<file path="config.mk">
export PLATFORM = sky130hd
export DESIGN_NAME = i2c_target_flat
export DESIGN_NICKNAME = d
export VERILOG_FILES = /design/src/rtl/i2c_pkg.sv /design/src/rtl/i2c_target_if.sv /design/src/rtl/i2c_bus_sync.sv /design/src/rtl/i2c_target.sv /design/src/flat_wrapper.sv
export SDC_FILE = /design/constraint.sdc
export NUM_CORES = 1
export LEC_CHECK = 0
export ABC_AREA = 1
export BUFFER_PORTS_ARGS = -buffer_cell sky130_fd_sc_hd__buf_4
export CORE_ASPECT_RATIO = 0.75
export CORE_MARGIN = 4
export CORE_UTILIZATION = 50
export CTS_CLUSTER_SIZE = 25
export DETAILED_ROUTE_END_ITERATION = 10
export HOLD_SLACK_MARGIN = 0.03
export PLACE_DENSITY_LB_ADDON = 0.15
export SETUP_SLACK_MARGIN = 0.05
export SYNTH_ARGS = -nofsm -noshare
export SYNTH_HDL_FRONTEND = slang
export SYNTH_SLANG_ARGS = --single-unit
</file>
<file path="constraint.sdc">
create_clock -name clk -period 2.75 [get_ports clk]
set_clock_uncertainty 0.15 [all_clocks]
set_input_delay 0.4125 -clock clk [delete_from_list [all_inputs] [get_ports clk]]
set_output_delay 0.4125 -clock clk [all_outputs]
set_load 0.02 [all_outputs]
</file>
<file path="src/rtl/i2c_pkg.sv">
// Shared types and constants for the I2C target block.
package i2c_pkg;

    localparam int unsigned I2C_BYTE_BITS = 8;
    localparam int unsigned I2C_ADDR_W    = 7;
    localparam int unsigned I2C_CNT_W     = 3;

    localparam logic I2C_ACK  = 1'b0;
    localparam logic I2C_NACK = 1'b1;

    localparam logic [I2C_CNT_W-1:0] I2C_BIT_MSB = I2C_CNT_W'(I2C_BYTE_BITS - 1);

    typedef enum logic [2:0] {
        IDLE,
        ADDR,
        ADDR_ACK,
        WRITE,
        WRITE_ACK,
        READ,
        READ_ACK,
        IGNORE
    } i2c_state_e;

    // Address byte accepted: 7-bit match, and reads only when the read path exists.
    function automatic logic addr_match(input logic [I2C_BYTE_BITS-1:0] addr_byte,
                                        input logic [I2C_ADDR_W-1:0]    dev,
                                        input logic                     read_en);
        return (addr_byte[I2C_BYTE_BITS-1:1] == dev) && (read_en || !addr_byte[0]);
    endfunction

endpackage

</file>
<file path="src/rtl/i2c_target_if.sv">
// Bus and byte-stream signals between the I2C target and its surroundings.
interface i2c_target_if;
    import i2c_pkg::*;

    logic                     scl_i;
    logic                     sda_i;
    logic                     sda_oe;
    logic [I2C_BYTE_BITS-1:0] rx_data;
    logic                     rx_valid;
    logic                     rx_first;
    logic [I2C_BYTE_BITS-1:0] tx_data;
    logic                     tx_req;
    logic                     busy;

    modport slave (
        input  scl_i, sda_i, tx_data,
        output sda_oe, rx_data, rx_valid, rx_first, tx_req, busy
    );

    modport master (
        output scl_i, sda_i, tx_data,
        input  sda_oe, rx_data, rx_valid, rx_first, tx_req, busy
    );

endinterface

</file>
<file path="src/rtl/i2c_bus_sync.sv">
// Synchronizes raw SCL/SDA and derives SCL edge strobes plus START/STOP conditions.
module i2c_bus_sync (
    input  logic clk,
    input  logic reset,
    input  logic scl_raw,
    input  logic sda_raw,
    output logic sda,
    output logic scl_rise_c,
    output logic scl_fall_c,
    output logic start_c,
    output logic stop_c
);

    logic [1:0] scl_sync;
    logic [1:0] sda_sync;
    logic       scl_q;

    // Idle bus level is high, so everything resets to 1.
    always_ff @(posedge clk) begin
        if (reset) begin
            scl_sync <= 2'b11;
            sda_sync <= 2'b11;
            scl_q    <= 1'b1;
            sda      <= 1'b1;
        end else begin
            scl_sync <= {scl_sync[0], scl_raw};
            sda_sync <= {sda_sync[0], sda_raw};
            scl_q    <= scl_sync[1];
            sda      <= sda_sync[1];
        end
    end

    assign scl_rise_c = scl_sync[1] & ~scl_q;
    assign scl_fall_c = ~scl_sync[1] & scl_q;
    assign start_c    = scl_sync[1] & scl_q & sda & ~sda_sync[1];
    assign stop_c     = scl_sync[1] & scl_q & ~sda & sda_sync[1];

endmodule

</file>
<file path="src/rtl/i2c_target.sv">
// I2C target: address match, write bytes out on rx_*, read bytes in via tx_*.
// Define I2C_TARGET_READ_EN to build the read path (READ/READ_ACK, tx_req).
module i2c_target
    import i2c_pkg::*;
#(
    parameter logic [I2C_ADDR_W-1:0] DEV_ADDR = 7'h50
) (
    input  logic         clk,
    input  logic         reset,
    i2c_target_if.slave  bus
);

`ifdef I2C_TARGET_READ_EN
    localparam logic READ_EN = 1'b1;
`else
    localparam logic READ_EN = 1'b0;
    logic unused_tx;
    assign unused_tx = ^bus.tx_data;
`endif

    logic sda, scl_rise_c, scl_fall_c, start_c, stop_c;

    i2c_bus_sync u_sync (
        .clk        (clk),
        .reset      (reset),
        .scl_raw    (bus.scl_i),
        .sda_raw    (bus.sda_i),
        .sda        (sda),
        .scl_rise_c (scl_rise_c),
        .scl_fall_c (scl_fall_c),
        .start_c    (start_c),
        .stop_c     (stop_c)
    );

    i2c_state_e               state, state_n;
    logic [I2C_CNT_W-1:0]     bit_cnt, bit_cnt_n;
    logic [I2C_BYTE_BITS-1:0] shreg, shreg_n, tx_shreg, tx_shreg_n;
    logic [I2C_BYTE_BITS-1:0] rx_data_q, rx_data_n;
    logic [I2C_BYTE_BITS-1:0] shift_in;
    logic armed, armed_n, rw, rw_n, first_pend, first_n;
    logic sda_oe_q, sda_oe_n, busy_q, busy_n;
    logic rx_valid_q, rx_valid_n, rx_first_q, rx_first_n, tx_req_q, tx_req_n;

    assign shift_in = {shreg[I2C_BYTE_BITS-2:0], sda};

    always_ff @(posedge clk) begin
        if (reset) begin
            state      <= IDLE;
            bit_cnt    <= I2C_BIT_MSB;
            shreg      <= '0;
            tx_shreg   <= '0;
            rx_data_q  <= '0;
            armed      <= 1'b0;
            rw         <= 1'b0;
            first_pend <= 1'b0;
            sda_oe_q   <= 1'b0;
            busy_q     <= 1'b0;
            rx_valid_q <= 1'b0;
            rx_first_q <= 1'b0;
            tx_req_q   <= 1'b0;
        end else begin
            state      <= state_n;
            bit_cnt    <= bit_cnt_n;
            shreg      <= shreg_n;
            tx_shreg   <= tx_shreg_n;
            rx_data_q  <= rx_data_n;
            armed      <= armed_n;
            rw         <= rw_n;
            first_pend <= first_n;
            sda_oe_q   <= sda_oe_n;
            busy_q     <= busy_n;
            rx_valid_q <= rx_valid_n;
            rx_first_q <= rx_first_n;
            tx_req_q   <= tx_req_n;
        end
    end

    // armed: the 8th bit (or the master's ACK) has been sampled; the next SCL fall ends the slot.
    always_comb begin
        state_n    = state;
        bit_cnt_n  = bit_cnt;
        shreg_n    = shreg;
        tx_shreg_n = tx_shreg;
        rx_data_n  = rx_data_q;
        armed_n    = armed;
        rw_n       = rw;
        first_n    = first_pend;
        sda_oe_n   = sda_oe_q;
        busy_n     = busy_q;
        rx_valid_n = 1'b0;
        rx_first_n = 1'b0;
        tx_req_n   = 1'b0;

        if (stop_c) begin
            state_n  = IDLE;
            sda_oe_n = 1'b0;
            busy_n   = 1'b0;
            armed_n  = 1'b0;
        end else if (start_c) begin
            state_n   = ADDR;
            bit_cnt_n = I2C_BIT_MSB;
            sda_oe_n  = 1'b0;
            busy_n    = 1'b0;
            armed_n   = 1'b0;
        end else begin
            case (state)
                ADDR: begin
                    if (scl_rise_c) begin
                        shreg_n = shift_in;
                        if (bit_cnt == '0) armed_n = 1'b1;
                        else               bit_cnt_n = bit_cnt - I2C_CNT_W'(1);
                    end else if (scl_fall_c && armed) begin
                        armed_n   = 1'b0;
                        bit_cnt_n = I2C_BIT_MSB;
                        if (addr_match(shreg, DEV_ADDR, READ_EN)) begin
                            state_n  = ADDR_ACK;
                            sda_oe_n = 1'b1;
                            busy_n   = 1'b1;
                            rw_n     = shreg[0];
                            first_n  = 1'b1;
                        end else begin
                            state_n = IGNORE;
                        end
                    end
                end
                ADDR_ACK: begin
                    if (scl_fall_c) begin
                        sda_oe_n  = 1'b0;
                        bit_cnt_n = I2C_BIT_MSB;
`ifdef I2C_TARGET_READ_EN
                        if (rw) begin
                            state_n  = READ;
                            tx_req_n = 1'b1;
                        end else begin
                            state_n = WRITE;
                        end
`else
                        state_n = WRITE;
`endif
                    end
                end
                WRITE: begin
                    if (scl_rise_c) begin
                        shreg_n = shift_in;
                        if (bit_cnt == '0) begin
                            armed_n    = 1'b1;
                            rx_data_n  = shift_in;
                            rx_valid_n = 1'b1;
                            rx_first_n = first_pend;
                            first_n    = 1'b0;
                        end else begin
                            bit_cnt_n = bit_cnt - I2C_CNT_W'(1);
                        end
                    end else if (scl_fall_c && armed) begin
                        armed_n  = 1'b0;
                        state_n  = WRITE_ACK;
                        sda_oe_n = 1'b1;
                    end
                end
                WRITE_ACK: begin
                    if (scl_fall_c) begin
                        state_n   = WRITE;
                        sda_oe_n  = 1'b0;
                        bit_cnt_n = I2C_BIT_MSB;
                    end
                end
`ifdef I2C_TARGET_READ_EN
                READ: begin
                    // The first bit is driven in the tx_req cycle, while SCL is still low.
                    if (tx_req_q) begin
                        tx_shreg_n = bus.tx_data;
                        sda_oe_n   = ~bus.tx_data[I2C_BYTE_BITS-1];
                    end else if (scl_fall_c) begin
                        if (bit_cnt == '0) begin
                            state_n  = READ_ACK;
                            sda_oe_n = 1'b0;
                        end else begin
                            bit_cnt_n  = bit_cnt - I2C_CNT_W'(1);
                            tx_shreg_n = {tx_shreg[I2C_BYTE_BITS-2:0], 1'b0};
                            sda_oe_n   = ~tx_shreg[I2C_BYTE_BITS-2];
                        end
                    end
                end
                READ_ACK: begin
                    if (scl_rise_c) begin
                        if (sda == I2C_NACK) begin
                            state_n = IGNORE;
                            busy_n  = 1'b0;
                        end else begin
                            armed_n = 1'b1;
                        end
                    end else if (scl_fall_c && armed) begin
                        armed_n   = 1'b0;
                        state_n   = READ;
                        bit_cnt_n = I2C_BIT_MSB;
                        tx_req_n  = 1'b1;
                    end
                end
`endif
                default: ;
            endcase
        end
    end

    assign bus.sda_oe   = sda_oe_q;
    assign bus.busy     = busy_q;
    assign bus.rx_data  = rx_data_q;
    assign bus.rx_valid = rx_valid_q;
    assign bus.rx_first = rx_first_q;
    assign bus.tx_req   = tx_req_q;

endmodule

</file>
<file path="src/flat_wrapper.sv">
// flat-port wrapper written by rule: the top's interface ports become plain ports
module i2c_target_flat import i2c_pkg::*;
#(
    parameter logic [I2C_ADDR_W-1:0] DEV_ADDR = 7'h50
)
  (clk, reset, bus_scl_i, bus_sda_i, bus_tx_data, bus_sda_oe, bus_rx_data, bus_rx_valid, bus_rx_first, bus_tx_req, bus_busy);
  i2c_target_if bus_i ();
  input  logic clk;
  input  logic reset;
  input wire logic [$bits(bus_i.scl_i)-1:0] bus_scl_i;
  input wire logic [$bits(bus_i.sda_i)-1:0] bus_sda_i;
  input wire logic [$bits(bus_i.tx_data)-1:0] bus_tx_data;
  output wire logic [$bits(bus_i.sda_oe)-1:0] bus_sda_oe;
  output wire logic [$bits(bus_i.rx_data)-1:0] bus_rx_data;
  output wire logic [$bits(bus_i.rx_valid)-1:0] bus_rx_valid;
  output wire logic [$bits(bus_i.rx_first)-1:0] bus_rx_first;
  output wire logic [$bits(bus_i.tx_req)-1:0] bus_tx_req;
  output wire logic [$bits(bus_i.busy)-1:0] bus_busy;
  assign bus_i.scl_i = bus_scl_i;
  assign bus_i.sda_i = bus_sda_i;
  assign bus_i.tx_data = bus_tx_data;
  assign bus_sda_oe = bus_i.sda_oe;
  assign bus_rx_data = bus_i.rx_data;
  assign bus_rx_valid = bus_i.rx_valid;
  assign bus_rx_first = bus_i.rx_first;
  assign bus_tx_req = bus_i.tx_req;
  assign bus_busy = bus_i.busy;
  i2c_target #(.DEV_ADDR(DEV_ADDR)) u_core (.clk(clk), .reset(reset), .bus(bus_i));
endmodule
</file>
# Word-level counts from Yosys, hierarchy flattened
# Cells that the tools add are included.
[word_totals] reg_bits=34 latch_bits=0 ram_bits=0 romBits=0 inputBits=12 wordCells=105 n_memories=0
[op_classes] addsub=1 mul=0 div_mod_pow=0 magnitude_cmp=0 eq_ne=21 shift=0 n_mux=29 bitwise=16 reduce_logical=23
[ops] operator="3-bit two-way mux" n=12
[ops] operator="3-bit case mux with 3 select lines" n=2
[ops] operator="1-bit two-way mux" n=13
[ops] operator="2-bit by 1-bit != test with 1-bit output (second input constant)" n=6
[ops] operator="3-bit by 1-bit != test with 1-bit output (second input constant)" n=4
[ops] operator="6-bit AND reduction" n=2
[ops] operator="5-bit AND reduction" n=2
[ops] operator="1-bit NOT" n=9
[ops] operator="4-bit AND reduction" n=2
[ops] operator="8-bit AND reduction" n=1
[ops] operator="1-bit bitwise AND" n=7
[ops] operator="7-bit equality test (second input constant)" n=1
[ops] operator="7-bit AND reduction" n=1
[ops] operator="3-bit by 2-bit equality test with 1-bit output (second input constant)" n=2
[ops] operator="2-bit != test (second input constant)" n=3
[ops] operator="3-bit != test (second input constant)" n=2
[ops] operator="2-bit OR reduction" n=3
[ops] operator="6-bit OR reduction" n=1
[ops] operator="5-bit OR reduction" n=1
[ops] operator="4-bit by 1-bit != test with 1-bit output (second input constant)" n=1
[ops] operator="2-bit nonzero test" n=2
[ops] operator="4-bit nonzero test" n=1
[ops] operator="3-bit by 1-bit equality test with 1-bit output (second input constant)" n=1
[ops] operator="3-bit equality test (second input constant)" n=1
[ops] operator="9 further kinds" n=10

# Depth between registers and ports, before layout
[logic_depth] depth_word=7 ltp_mapped=10

# Cells and area by module
# From an unflattened synthesis, not the netlist that was laid out.
[hier_totals] hier_cells=218 area_unflattened_um2=1609.0
[by_module_without_submodules] mod="i2c_target" instances=1 cells_per_inst=194 area_per_inst_um2=1411.4 seq_area_each_um2=560.5
[by_module_without_submodules] mod="i2c_bus_sync" instances=1 cells_per_inst=24 area_per_inst_um2=197.7 seq_area_each_um2=120.1

# Least setup slack after synthesis
# Ideal clock, no wire load.
[synth_path] path_type="flip-flop to flip-flop" startpoint="register u_core.bit_cnt[0]" endpoint="register u_core.rx_data_q[0] (netlist: u_core.bus.rx_data[0])" arrival_time_ns=1.284 required_ns=2.534 slack_ns=1.250 path_stages_with_launch=10 n_path_buf=1 synth_period_minus_slack_ns=1.500 cell_sequence="dfxtp_1 -> inv_1 -> ha_1 -> inv_1 -> nor2_1 -> nand2_4 -> nor2_8 -> buf_12 -> o21ai_2 -> a21oi_2"
[synth_via] elab_chain_cells=2
[synth_rtl] item="from (decl)" line="i2c_target.sv:36" text="logic [I2C_CNT_W-1:0] bit_cnt, bit_cnt_n;"
[synth_rtl] item="from (signal assigned)" line="i2c_target.sv:63" text="bit_cnt <= bit_cnt_n;"
[synth_rtl] item="3-bit logical NOT" line="i2c_target.sv:145" text="if (bit_cnt == '0) begin"
[synth_rtl] item="5-bit AND reduction (no source line)"
[synth_rtl] item="to (signal assigned)" line="i2c_target.sv:66" text="rx_data_q <= rx_data_n;"
[synth_rtl] item="to (decl)" line="i2c_target.sv:38" text="logic [I2C_BYTE_BITS-1:0] rx_data_q, rx_data_n;"
# Every way passes these cells.
# A chain may end at the register's enable or synchronous reset.

# Worst setup path after layout
[layout_path] startpoint="register u_core.bit_cnt[0]" endpoint="register u_core.rx_data_q[6] (netlist: u_core.bus.rx_data[6])"
# Same word-level chain as after synthesis.

==> PnR_summary.wiki <==
{| class="wikitable"
! Metric !! Value
|-
| Number of buffers inserted during clock tree synthesis || 5
|-
| Data arrival at the endpoint of the critical path || 1820 ps
|-
| Final Non-Filler Cells || 272
|-
| DR pass1 iterations || 4
|-
| Synthesized area per cell || 7.38 um2
|-
| Placement Rows || 17
|-
| Minimum setup slack after placement || 971 ps
|-
| Number of hold-repair buffers added at the cts stage || 0
|-
| Run status || complete, no violations
|-
| CTS root buffer || sky130_fd_sc_hd__clkbuf_8
|-
| Final cell utilization of the core || 60.6%
|-
| IO Count || 25
|-
| Hold/Removal Path Class || in -> reg
|-
| Starting DRC count in detailed routing || 85
|-
| Routability Congestion || 0.920
|-
| Number of nets at the end of the flow || 248
|-
| Starting density of the core || 53.1%
|-
| Routed wire per std cell || 11.3 um
|-
| Layout cells sized above 1 || 19.2%
|-
| Commonest cells after routing, fill and taps aside || 43 x sky130_fd_sc_hd__nand2_1, 34 x sky130_fd_sc_hd__dfxtp_1, 28 x sky130_fd_sc_hd__inv_1, 23 x sky130_fd_sc_hd__nor2_1, 20 x sky130_fd_sc_hd__nand3_1
|-
| Maximum number of pins on one net before global-route repair || 24
|-
| Overall via count from detail_route || 1,354
|-
| Critical Path Sink Type || flop
|-
| Area taken by flip-flops and latches || 681 um2
|-
| Overall power after layout || 0.00121 W
|-
| Sum of net half-perimeters after detailed placement || 2240 um
|-
| Leakage Power || 0.901 nW
|-
| Buffer levels on the longest clock path || 2
|-
| Wire length of the first global-routing pass || 5180 um
|-
| Sum of negative setup slack || 0 ps
|-
| Fmax achieved || 557 MHz
|-
| RSZ-0062 raised after global routing || no
|-
| Clock tree from TritonCTS || yes
|-
| Count of buffers added by post-CTS timing repair for setup || 0
|-
| IO buf count || 15
|-
| Number of levels in the clock H-tree || 2
|-
| Residual DRC || 0
|-
| Most frequent standard cell in the layout excluding fill and tap cells || sky130_fd_sc_hd__nand2_1
|-
| Number of library cell types mapped by synthesis || 27
|-
| Sequential-to-total area share from yosys stat || 42.7%
|-
| Max-Cap Viols || 0
|-
| Minimum clock period || 1790 ps
|-
| Largest fanout of any net on the critical path || 16
|-
| Required @ worst endpoint || 2780 ps
|-
| Number of warning messages in the yosys log || 0
|-
| Mapped cell area || 1590 um2
|-
| Via density per instance || 4.98
|-
| Worst Slack Setup Final || 955 ps
|-
| Floorplan die area || 4160 um2
|-
| Footprint of the multi-input gates || 742 um2
|-
| Detail Route Antenna Nets || 0
|-
| Power density normalized to cell area || 664 nW/um2
|-
| Kind of critical path || reg -> reg
|-
| Fillers || 284
|-
| Die Span Y || 56.9 um
|-
| Critical path launch point type || flop
|-
| Vias in the first global route || 1,172
|-
| Final count of negative-setup-slack endpoints || 0
|-
| Relative area change from synthesis to final layout || 14.0%
|-
| Diode count || 0
|-
| Post-CTS resize count || 0
|-
| IR Drop Worst-Case VDD || 312 uV
|-
| Part of the cycle the worst path needs || 65.3%
|-
| Overall routing resource usage || 16.2%
|-
| CTS sink count || 34
|-
| Count of pins over their slew limit || 0
|-
| Area of the core || 3000 um2
|-
| Overflow after GRT || 0
|-
| Post-Synthesis Net Count || 230
|-
| Hold Violations, Final || 0
|-
| Number of placed instances, taps included || 265
|-
| Width of the die || 73.2 um
|-
| Antenna violations before repair || 0
|-
| Cell count after synthesis || 216
|-
| Clock transition at path regs || 70 ps
|-
| Total wire length || 3090 um
|-
| Clock insertion delay at the later pin of the skew report || 280 ps
|-
| Synth Register Bits || 34
|}
cells in the mapped netlist (all sizes together):
| master | count | area share [%] |
|---|---|---|
| a21oi | 21 | 7.1 |
| buf | 3 | 2.4 |
| clkbuf | 2 | 1.1 |
| conb | 1 | 0.24 |
| dfxtp | 34 | 43 |
| ha | 2 | 1.6 |
| inv | 30 | 7.2 |
| nand2 | 49 | 13 |
| nand3 | 20 | 6.3 |
| nand4 | 1 | 0.39 |
| nor2 | 29 | 9.9 |
| nor3 | 1 | 0.31 |
| o21ai | 19 | 6.4 |
| or2 | 4 | 1.6 |
state kept, by name, summed over array words and instances (netlist names):
signal	cells
u_core.bus.rx_data	8
u_core.u_sync.scl_sync	2
u_core.u_sync.sda_sync	2
u_core.u_sync.sda	1
u_core.bus.sda_oe	1
u_core.u_sync.scl_q	1
u_core.state	3
u_core.armed	1
u_core.shreg	8
u_core.bus.rx_valid	1
u_core.bit_cnt	3
u_core.bus.rx_first	1
u_core.first_pend	1
u_core.bus.busy	1
cells by family (layout without fill, tap and decap cells):
group | Yosys count | after routing | share of synthesized area [%]
AO/OA/AOI/OAI | 40 | 40 | 13.5
other | 1 | 1 | 0.235
buffers and inverters | 35 | 53 | 10.8
AND/OR/NAND/NOR | 104 | 104 | 31.2
adder cells (fa/ha/maj) | 2 | 2 | 1.57
flip-flops | 34 | 34 | 42.7
metrics by stage:
step	instance area, um2	hold slack, ps
after floorplan	1590	239
after global placement	1710	243
after detailed placement	1710	248
after CTS	1820	157
after global routing	1820	163
final	1820	162
final cells by class:
cell class / count / share of cell area (%)
repair buffers: 16 / 6.61
clock buffers: 6 / 4.54
multi-input cells: 147 / 40.8
clock inverters: 1 / 1.65
inverters: 30 / 6.33
well taps: 38 / 2.62
flip-flops and latches: 34 / 37.4
critical path, cell delays in order, from the launching register on:
cell	delay (ps)
sky130_fd_sc_hd__dfxtp_1	320
sky130_fd_sc_hd__inv_1	100
sky130_fd_sc_hd__ha_1	180
sky130_fd_sc_hd__inv_1	40
sky130_fd_sc_hd__nor2_1	260
sky130_fd_sc_hd__nand2_4	120
sky130_fd_sc_hd__nor2_8	220
sky130_fd_sc_hd__inv_1	120
sky130_fd_sc_hd__nor2_1	100
sky130_fd_sc_hd__nor2_1	60
report_power, final:
group	switching (W)	internal (W)	total (W)
clock network	0.000170	0.000290	0.000459
logic	0.000130	0.0000710	0.000201
registers	0.0000258	0.000521	0.000547
total	0.000326	0.000882	0.00121
layer usage:
layer,track usage (%),share of wire (%),wire [um]
met5,0,0,0
met4,7.37,1.6,48
met3,4.83,5.2,161
met2,23.6,43,1320
met1,21.8,50,1560
path summary, 6_finish.rpt:
path,startpoint,end,slack [ps],depth (start not counted)
worst min-delay path,bus_scl_i,u_core.u_sync.scl_sync[0]$_SDFF_PP1_,160,2
worst min register to register,u_core.u_sync.scl_sync[0]$_SDFF_PP1_,u_core.u_sync.scl_sync[1]$_SDFF_PP1_,260,1
worst max-delay path,u_core.bit_cnt[0]$_SDFFE_PP1P_,u_core.bus.rx_data[6]$_SDFFE_PP0P_,960,9
worst max register to register,u_core.bit_cnt[0]$_SDFFE_PP1P_,u_core.bus.rx_data[6]$_SDFFE_PP0P_,960,9
(Power assumes the default switching activity.)
